[src/rtl/map_sst_seq.sv]
// map_sst_seq: walks a mapper's save-state register window and dumps or restores it over byte streams.
// Optional CRC-8 trailer on both streams is enabled by defining SST_SEQ_CRC_EN.
module map_sst_seq #(
    parameter int REG_CNT  = 128,
    parameter int IDX_ADDR = 127,
    parameter int RD_LAT   = 1
) (
    input  logic       clk,
    input  logic       rst_n,
    input  logic       sys_frozen,
    input  logic       cmd_dump,
    input  logic       cmd_load,
    input  logic       cmd_abort,
    input  logic [7:0] map_idx,
    output logic       busy,
    output logic       done,
    output logic       err,
    output logic       sst_act,
    output logic [7:0] sst_addr,
    output logic       sst_we,
    output logic [7:0] sst_do,
    input  logic [7:0] sst_di,
    output logic [7:0] tx_data,
    output logic       tx_valid,
    input  logic       tx_ready,
    input  logic [7:0] rx_data,
    input  logic       rx_valid,
    output logic       rx_ready
);

    // Both byte streams are valid/ready: a byte moves on a clk edge where valid && ready are both
    // high; the sender keeps data stable and valid asserted until that edge.

    typedef enum logic [2:0] {
        IDLE    = 3'd0,
        D_WAIT  = 3'd1,
        D_SEND  = 3'd2,
        L_RECV  = 3'd3,
        L_WRITE = 3'd4,
        FIN     = 3'd5
    } state_t;

    localparam logic [7:0] LAST_ADDR = 8'(REG_CNT - 1);
    localparam logic [7:0] IDX       = 8'(IDX_ADDR);
    localparam logic [2:0] LAT       = 3'(RD_LAT);

    state_t     state, state_nxt;
    logic [7:0] addr_nxt;
    logic [2:0] cnt, cnt_nxt;
    logic [7:0] txd_nxt;
    logic [7:0] sdo_nxt;
    logic       err_nxt;

`ifdef SST_SEQ_CRC_EN
    logic [7:0] crc, crc_nxt;
    logic       crc_ph, crc_ph_nxt;

    function automatic logic [7:0] crc8(input logic [7:0] c, input logic [7:0] d);
        logic [7:0] r;
        r = c ^ d;
        for (int i = 0; i < 8; i++) begin
            r = r[7] ? ((r << 1) ^ 8'h07) : (r << 1);
        end
        return r;
    endfunction
`endif

    always_ff @(posedge clk or negedge rst_n) begin
        if (!rst_n) begin
            state    <= IDLE;
            sst_addr <= '0;
            cnt      <= '0;
            tx_data  <= '0;
            sst_do   <= '0;
            err      <= 1'b0;
`ifdef SST_SEQ_CRC_EN
            crc      <= '0;
            crc_ph   <= 1'b0;
`endif
        end else begin
            state    <= state_nxt;
            sst_addr <= addr_nxt;
            cnt      <= cnt_nxt;
            tx_data  <= txd_nxt;
            sst_do   <= sdo_nxt;
            err      <= err_nxt;
`ifdef SST_SEQ_CRC_EN
            crc      <= crc_nxt;
            crc_ph   <= crc_ph_nxt;
`endif
        end
    end

    always_comb begin
        state_nxt = state;
        addr_nxt  = sst_addr;
        cnt_nxt   = cnt;
        txd_nxt   = tx_data;
        sdo_nxt   = sst_do;
        err_nxt   = err;
`ifdef SST_SEQ_CRC_EN
        crc_nxt    = crc;
        crc_ph_nxt = crc_ph;
`endif
        busy     = 1'b0;
        done     = 1'b0;
        sst_act  = 1'b0;
        sst_we   = 1'b0;
        tx_valid = 1'b0;
        rx_ready = 1'b0;

        case (state)
            IDLE: begin
                if ((cmd_dump || cmd_load) && (cmd_dump == cmd_load || !sys_frozen)) begin
                    err_nxt = 1'b1;
                end else if (cmd_dump || cmd_load) begin
                    err_nxt   = 1'b0;
                    addr_nxt  = '0;
                    cnt_nxt   = '0;
                    state_nxt = cmd_dump ? D_WAIT : L_RECV;
`ifdef SST_SEQ_CRC_EN
                    crc_nxt    = '0;
                    crc_ph_nxt = 1'b0;
`endif
                end
            end
            D_WAIT: begin
                busy    = 1'b1;
                sst_act = 1'b1;
                // cnt reaches LAT on the first cycle the mapper read data is valid
                if (cnt == LAT) begin
                    txd_nxt   = sst_di;
                    state_nxt = D_SEND;
                end else begin
                    cnt_nxt = cnt + 3'd1;
                end
            end
            D_SEND: begin
                busy     = 1'b1;
                sst_act  = 1'b1;
                tx_valid = 1'b1;
                if (tx_ready) begin
`ifdef SST_SEQ_CRC_EN
                    crc_nxt = crc8(crc, tx_data);
`endif
                    if (sst_addr != LAST_ADDR) begin
                        addr_nxt  = sst_addr + 8'd1;
                        cnt_nxt   = '0;
                        state_nxt = D_WAIT;
`ifdef SST_SEQ_CRC_EN
                    end else if (!crc_ph) begin
                        txd_nxt    = crc8(crc, tx_data);
                        crc_ph_nxt = 1'b1;
`endif
                    end else begin
                        state_nxt = FIN;
                    end
                end
            end
            L_RECV: begin
                busy     = 1'b1;
                sst_act  = 1'b1;
                rx_ready = 1'b1;
                if (rx_valid) begin
`ifdef SST_SEQ_CRC_EN
                    if (crc_ph) begin
                        if (rx_data != crc) begin
                            err_nxt   = 1'b1;
                            state_nxt = IDLE;
                        end else begin
                            state_nxt = FIN;
                        end
                    end else begin
                        sdo_nxt   = rx_data;
                        crc_nxt   = crc8(crc, rx_data);
                        state_nxt = L_WRITE;
                    end
`else
                    sdo_nxt   = rx_data;
                    state_nxt = L_WRITE;
`endif
                end
            end
            L_WRITE: begin
                busy    = 1'b1;
                sst_act = 1'b1;
                // the index register is read-only: it is compared, never written
                sst_we  = (sst_addr != IDX);
                if (sst_addr == IDX && sst_do != map_idx) begin
                    err_nxt   = 1'b1;
                    state_nxt = IDLE;
                end else if (sst_addr == LAST_ADDR) begin
`ifdef SST_SEQ_CRC_EN
                    crc_ph_nxt = 1'b1;
                    state_nxt  = L_RECV;
`else
                    state_nxt = FIN;
`endif
                end else begin
                    addr_nxt  = sst_addr + 8'd1;
                    state_nxt = L_RECV;
                end
            end
            FIN: begin
                done      = 1'b1;
                state_nxt = IDLE;
            end
            default: begin
                state_nxt = IDLE;
            end
        endcase

        // losing the freeze is treated exactly like an explicit abort
        if (state != IDLE && (cmd_abort || !sys_frozen)) begin
            state_nxt = IDLE;
            err_nxt   = 1'b1;
        end
    end

endmodule

[config.mk]
export PLATFORM = sky130hd
export DESIGN_NAME = map_sst_seq
export DESIGN_NICKNAME = d
export VERILOG_FILES = /design/src/rtl/map_sst_seq.sv
export SDC_FILE = /design/constraint.sdc
export NUM_CORES = 1
export LEC_CHECK = 0
export BUFFER_PORTS_ARGS = -buffer_cell sky130_fd_sc_hd__buf_2
export CORE_AREA = 2 2 70 72
export DETAILED_ROUTE_END_ITERATION = 8
export DIE_AREA = 0 0 72 74
export PLACE_DENSITY = 0.7
export SETUP_SLACK_MARGIN = 0.02
export SLEW_MARGIN = 20
export SYNTH_ARGS = -nofsm -noshare
export SYNTH_HDL_FRONTEND = slang
export SYNTH_SLANG_ARGS = --single-unit
[constraint.sdc]
create_clock -name clk -period 2.8 [get_ports clk]
set_clock_uncertainty 0.1 [all_clocks]
set_input_delay 0.14 -clock clk [delete_from_list [all_inputs] [get_ports clk]]
set_output_delay 0.14 -clock clk [all_outputs]
set_load 0.05 [all_outputs]
==> reports/metrics.csv, run 1 <==
stage,metric,value,unit
timing,unrepaired setup endpoints after global routing,false,
pwr,clock group share of total power,0.174,
synthesis,Seq cells post-synth,31,
detailed_routing,routed wire length,4237,um
detailed_routing,drt pass-1 iters,4,
final_layout,Final Instance Area,0.002371,mm^2
placement,GP Congestion,0.7955,
synthesis,Post-Syn Nets,202,
synthesis,Yosys top cell by area,dfrtp_1,
global_route,GRT Util Overall,0.1687,
worst_hold_path,Worst Hold Class,in -> reg,
global_route,largest net degree at the start of global routing,32,
synthesis,top-area cell type share of the netlist area,0.4429,
timing,Worst Max-Slew Pin Slew,0.6841,ns
clocking,Setup Buffers After CTS,0,
pwr,Logic pwr share,0.546,
worst_setup_path,crit path DAT,2.25,ns
die,full die area,0.005328,mm^2
detailed_routing,drt initial violations,93,
die,I/O pin total,63,
detailed_routing,# DRC,0,
die,Die X,72,um
synthesis,most common cell in the netlist,dfrtp_1,
clocking,post-CTS resize count,0,
final_layout,P&R area growth vs syn,35.36,%
worst_setup_path,Setup crit end kind,flip-flop,
synthesis,synthesized area,0.001752,mm^2
final_layout,share of cells above drive strength 1,0.3893,
timing,Tmin final,2.188,ns
final_layout,diodes inserted,0,
synthesis,Yosys Warn Count,0,
clocking,CTS root buffer,clkbuf_8,
global_route,aggregate global routing overflow,0,
timing,Sum Neg Setup Slack,0,ns
die,Die Ht,74,um
placement,placed cell area,0.002093,mm^2
pwr,Static Leak,0.001169,uW
detailed_routing,via/cell ratio,5.282,
timing,final setup fails,0,
detailed_routing,DR WL/cell,14.22,um
run,Max-Cap Viols,0,
clocking,CTS hold repair buffers,16,
final_layout,fin nets,280,
pwr,PwrDens,1119,mW/mm^2
synthesis,asr flop ratio synth,1.000,
detailed_routing,"antenna viol nets, final",0,
global_route,initial antenna violation count,0,
clocking,CTS Buf Count,5,
synthesis,sequential cell area fraction in the yosys report,0.4429,
die,Rows,25,
synthesis,synth cell count leaders,"dfrtp_1 (31), mux2_2 (16), nand2_1 (13)",
pwr,Net Sw Power,1285,uW
synthesis,Post-synth EDFFs,0,
global_route,first-pass GRT wire length,6996,um
clocking,Clock Sinks,31,
worst_setup_path,Setup crit start kind,flip-flop,
timing,Tcrit/Tclk final,0.7813,
synthesis,Syn Area/Cell,10.62,um^2
worst_setup_path,crit-path max cell delay,0.43,ns
synthesis,top_reg_cell synth,dfrtp_1,
clocking,CTS tree,done,
synthesis,top post-synthesis cells by area,"dfrtp_1 (44%), mux2_2 (10%), xnor2_1 (4.5%)",
worst_setup_path,Crit path required time,2.86,ns
pwr,switching share of power,0.4842,
clocking,H-tree depth,2,
placement,DP HPWL,2927,um
clocking,"Clk Latency, worst-skew pair",0.28,ns
run_status,result of the run,"complete, no violations",
synthesis,Synth Instances,165,
clocking,Clock transition at path regs,0.07,ns
timing,Slew Limit Fails,0,
final_layout,fin util,0.5156,
timing,Max-Slew Margin vs Limit,0.5439,
worst_setup_path,"Critical Path, Cell by Cell","ha_1, and4_1, a31o_1, a211o_1, a221o_1",
placement,Port Buf Inserts,62,
worst_setup_path,worst-path maximum fanout,8,
global_route,vias in the first global route,1532,
timing,"Hold Vio Cnt, Final",0,
pwr,Flop pwr share,0.280,
worst_setup_path,CP max stage cell,dfrtp_1,
clocking,CTS Buffer Depth,2,
die,Initial Utilization,0.3810,
die,Std-Cell Core Area,0.004598,mm^2
final_layout,fill count,418,
pwr,Peak VDD IR,657.2,uV
timing,fmax,0.4571,GHz
detailed_routing,via count,1574,
pwr,Internal Power,1369,uW
worst_setup_path,Crit Path Category,reg -> reg,
synthesis,post-synth cell types,49,
-- cell type report --
cell class / instances / area (um^2) / area share
Multi-Input combinational cell: 120 / 909.6 / 0.3836
Sequential cell: 31 / 775.7 / 0.3272
Timing Repair Buffer: 79 / 478.0 / 0.2016
Clock buffer: 6 / 82.58 / 0.03483
Tap cell: 54 / 67.56 / 0.02850
Clock inverter: 2 / 35.03 / 0.01478
Inverter: 6 / 22.52 / 0.009499
-- metrics by stage --
stage | total power, uW | setup slack [ns] | std cells | hold slack, ns
floorplan | 1883 | 0.4395 | 165 | -0.2556
global placement | 2157 | 0.6998 | 274 | 0.1354
detailed placement | 2185 | 0.6459 | 274 | 0.1366
CTS | 2675 | 0.6162 | 298 | 0.01329
global route | 2816 | 0.5154 | 298 | 0.003038
finish | 2654 | 0.6122 | 298 | 0.01848
-- worst max-delay path: cells and delay by family, from the launching register on --
family / cells / cell delay, ns
AO/OA/AOI/OAI: 3 / 1.01
adder cells (fa/ha/maj): 1 / 0.26
AND/OR/NAND/NOR: 1 / 0.26
flip-flops: 1 / 0.43
-- power by group through the flow --
stage	clock network [uW]	logic (uW)	registers (uW)
after floorplan	0	707	1180
after global placement	0	1410	742
after detailed placement	0	1430	751
after CTS	474	1460	746
after global routing	499	1550	768
final	461	1450	743
-- flip-flops by register name, summed over array words and instances (netlist names) --
| name | flops |
|---|---|
| state | 3 |
| tx_data | 8 |
| err | 1 |
| sst_addr | 8 |
| cnt | 3 |
| sst_do | 8 |
-- cells in the final DEF, fill, tap and decap left out, drive strengths merged, types with 3 or more instances in the layout --
cell	instances
nor2b	3
clkbuf	6
buf	63
ha	5
inv	6
xnor2	9
nor3b	3
a221o	6
dlygate4sd3	16
a21oi	6
and3	7
nand2	13
nor4	3
nor2	6
nand3	4
o21ai	3
mux2	16
dfrtp	31
nor3	4
and2	3
-- layer usage --
metal / wire, um / global-route usage / vias up
li1: - / - / 759
met1: 1836 / 0.2026 / 761
met2: 2137 / 0.2963 / 52
met3: 237 / 0.04201 / 2
met4: 25 / 0.06080 / 0
met5: 0 / 0 / -
-- cell families (layout without fill, tap and decap cells) --
group           after synthesis  count (layout)  share of synthesized area
compound gates               33              33                     0.1493
fa+ha+maj                     5               5                    0.03571
simple gates                 54              54                     0.1700
buf+inv                      14              93                    0.03786
xor+xnor                     10              10                    0.05000
mux                          18              18                     0.1143
flops                        31              31                     0.4429
-- path summary, 6_finish.rpt --
kind                              from     endpoint  slack (ns)  cells after the start
setup / recovery           sst_addr[0]  sst_addr[2]        0.61                      5
hold / removal               sst_di[5]   tx_data[5]        0.02                      2
min in group asynchronous        rst_n  sst_addr[4]        0.33                      2
setup reg to reg           sst_addr[0]  sst_addr[2]        0.61                      5
hold reg to reg             tx_data[1]   tx_data[1]        0.40                      1
max in group asynchronous        rst_n     state[0]        1.81                      2
Power figures use the tool's default switching activity.
==> run 2, diff against run 1 <==
- ABC_AREA: not set -> 1
- CORE_AREA: 2 2 70 72 -> 2 2 73 75
- DIE_AREA: 0 0 72 74 -> 0 0 75 77
- clock period: 2.8 -> 2.2 ns (I/O delays scaled with it)
==> run 2 against run 1 <==
  * The flow now finishes with violations (negative hold slack)
  * Sequential share of layout area is 2.6 points lower
  * Die area is 8.4% higher
  * Clock-buffer cell count stayed put
  * Register-to-register slack worse by 0.14 ns
  * Sequential power is 27% higher
  * Worst setup slack worse by 0.39 ns
  * Final cell count is 30% higher
  * Combinational power is 31% higher
  * Area after synthesis is 11% higher
==> reports/metrics.csv, run 2 <==
stage,metric,value,unit,change
worst_setup_path,Setup crit start kind,flip-flop,,
synthesis,sequential cell area fraction in the yosys report,0.4000,,-0.04286
worst_hold_path,HP Start,rx_data[0],,
synthesis,top-area cell type share of the netlist area,0.4000,,-0.04286
clocking,CTS root buffer,clkbuf_8,,
final_layout,P&R area growth vs syn,33.03,%,
final_layout,most frequent cells in the layout,"nand2_1 (62), buf_2 (62), dfrtp_1 (31)",,
detailed_routing,DR WL/cell,12.00,um,-16%
timing,Worst Max-Slew Pin Slew,0.7220,ns,+0.03789 ns
worst_setup_path,Buf/Inv on CP,2,,+2
clocking,Setup Buffers After CTS,0,,unchanged
worst_setup_path,r2r startpoint,state[1],,
synthesis,synthesized area,0.001939,mm^2,+11%
timing,Sum Neg Setup Slack,0,ns,unchanged
timing,fmax,0.5066,GHz,
synthesis,asr flop ratio synth,1.000,,unchanged
run,Max-Cap Viols,0,,unchanged
clocking,CTS tree,done,,
worst_setup_path,cells on worst reg2reg path,4,,-1
worst_setup_path,"Critical Path, Cell by Cell","ha_1, nand3_1, nor2_4, nand3_4, nand2_1, inv_1, buf_2",,
pwr,Static Leak,0.001382,uW,+18%
detailed_routing,drt pass-1 iters,5,,+1
clocking,H-tree depth,2,,unchanged
worst_setup_path,worst-path maximum fanout,5,,-3
final_layout,share of cells above drive strength 1,0.3070,,-0.08238
synthesis,Yosys Warn Count,0,,unchanged
pwr,PwrDens,1331,mW/mm^2,+19%
die,Initial Utilization,0.3896,,+0.008691
clocking,CTS Buf Count,5,,unchanged
final_layout,fin nets,352,,+26%
placement,DP HPWL,3239,um,+11%
worst_setup_path,CP max stage cell,dfrtp_1,,
die,Die Ht,77,um,+4.1%
worst_setup_path,crit path DAT,1.76,ns,-0.49 ns
run_status,result of the run,"complete, but fails checks",,
synthesis,Simple-Gate Fraction of Synth Area,0.3361,,+0.1661
detailed_routing,# DRC,0,,unchanged
worst_setup_path,R2R Setup Slk,0.47,ns,-0.14 ns
synthesis,Post-Syn Nets,271,,+34%
global_route,largest net degree at the start of global routing,32,,unchanged
worst_setup_path,Crit Path Category,reg -> out,,
detailed_routing,via count,1798,,+14%
synthesis,post-synth cell types,34,,-31%
pwr,Peak VDD IR,898.1,uV,+37%
timing,Slew Limit Fails,0,,unchanged
die,Die X,75,um,+4.2%
timing,final setup fails,0,,unchanged
clocking,CTS hold repair buffers,16,,unchanged
detailed_routing,routed wire length,4632,um,+9.3%
timing,WHS,-0.007686,ns,-0.02617 ns
detailed_routing,via/cell ratio,4.658,,-12%
synthesis,Seq cells post-synth,31,,unchanged
synthesis,Synth Instances,234,,+42%
run_status,violated checks,negative hold slack,,
detailed_routing,"antenna viol nets, final",0,,unchanged
placement,placed cell area,0.002302,mm^2,+10%
placement,GP Congestion,0.7295,,-8.3%
die,full die area,0.005775,mm^2,+8.4%
synthesis,Yosys top cell by area,dfrtp_1,,
synthesis,Post-Synth XOR/XNOR Area,0.01806,,-0.03194
final_layout,diodes inserted,0,,unchanged
timing,"Hold Vio Cnt, Final",1,,+1
global_route,first-pass GRT wire length,7721,um,+10%
synthesis,Post-synth EDFFs,0,,unchanged
synthesis,largest family of logic cells by synthesized area,simple AND/OR/NAND/NOR gates,,
synthesis,Synth Area in Adders,0.03226,,-0.003456
worst_setup_path,Setup crit end kind,output pin,,
die,Std-Cell Core Area,0.004977,mm^2,+8.2%
worst_setup_path,RR Endpoint,sst_do[3],,
synthesis,post-synthesis mux area share,0.06387,,-0.05041
synthesis,synth cell count leaders,"nand2_1 (62), dfrtp_1 (31), inv_1 (29)",,
synthesis,top post-synthesis cells by area,"dfrtp_1 (40%), nand2_1 (12%), mux2_1 (5.8%)",,
synthesis,area fraction in compound gates after synthesis,0.06452,,-0.08477
timing,Tmin final,1.974,ns,
final_layout,Final Instance Area,0.002580,mm^2,+8.8%
timing,unrepaired setup endpoints after global routing,false,,
placement,Port Buf Inserts,62,,unchanged
die,Rows,26,,+4.0%
global_route,initial antenna violation count,0,,unchanged
global_route,GRT Util Overall,0.1752,,+0.006498
synthesis,most common cell in the netlist,nand2_1,,
global_route,aggregate global routing overflow,0,,unchanged
global_route,vias in the first global route,1751,,+14%
worst_setup_path,Crit path required time,1.99,ns,-0.87 ns
clocking,Clock Sinks,31,,unchanged
die,I/O pin total,63,,unchanged
detailed_routing,drt initial violations,109,,+17%
synthesis,top_reg_cell synth,dfrtp_1,,
worst_hold_path,Worst Hold Class,in -> reg,,
final_layout,Top Registers,"sst_addr x8, sst_do x8, tx_data x8",,
clocking,CTS Buffer Depth,2,,unchanged
timing,Max-Slew Margin vs Limit,0.5187,,-0.02526
worst_hold_path,hold depth,3,,+1
clocking,post-CTS resize count,0,,unchanged
worst_hold_path,Worst Hold Endpoint,sst_do[0],,
clocking,Clock transition at path regs,0.07,ns,about the same
worst_setup_path,Top delay family on crit path,simple AND/OR/NAND/NOR gates,,
synthesis,Syn Area/Cell,8.288,um^2,-22%
clocking,"Clk Latency, worst-skew pair",0.29,ns,about the same
timing,Tcrit/Tclk final,0.8973,,
worst_setup_path,crit-path max cell delay,0.41,ns,-0.02 ns
run 2: cell types whose count changed after synthesis, moves of 8 or more:
cell,before,now
mux2_1,0,10
nand4_1,2,10
mux2_2,16,1
nor2_1,6,21
nand2_1,13,62
inv_1,6,29
run 2: cell type report:
class / count / area, um^2
Multi-Input combinational cell: 165 / 998.5
Sequential cell: 31 / 775.7
Clock buffer: 6 / 82.58
Inverter: 34 / 130.1
Clock inverter: 2 / 35.03
Timing Repair Buffer: 78 / 470.5
Tap cell: 70 / 87.58
Fill cell: 473 / 2397
run 2: tightest hold or removal path, stage by stage:
cell,delay [ns]
buf_2,0.07
nor2_1,0.03
a21oi_1,0.11
run 2: kinds of logic after synthesis:
logic type      after synthesis
simple gates                126
fa+ha+maj                     5
xor+xnor                      4
compound gates               19
buf+inv                      38
flops                        31
mux                          11
run 2: metal layers:
layer,part of all wire,vias up,GRT usage
li1,-,916,-
met1,0.42,834,0.2129
met2,0.52,41,0.2930
met3,0.038,7,0.03548
met4,0.018,0,0.07500
met5,0,-,0
run 2: how the worst max path moves through the flow:
stage	start	to	slack, ns	cells past startpoint
floorplan	sst_addr[0]	sst_addr[5]	0.21	9
global placement	state[1]	sst_do[6]	0.48	4
detailed placement	state[1]	sst_do[3]	0.44	4
CTS	sst_addr[0]	sst_we	0.22	7
global route	sst_addr[0]	sst_we	0.08	7
finish	sst_addr[0]	sst_we	0.23	7
run 2: where the power goes:
part | internal, uW | switching [uW]
registers | 770 | 171
clock network | 366 | 221
logic | 536 | 1370
run 2: stage by stage:
stage,utilization,setup WS (ns),cells,total power [uW]
3_5_place_dp,0.4625,0.4438,362,2826
6_report,0.5184,0.2259,386,3433
5_1_grt,0.5184,0.07953,386,3647
3_3_place_gp,0.4625,0.4793,362,2795
2_1_floorplan,-,0.2073,234,2454
4_1_cts,0.5184,0.2227,386,3439
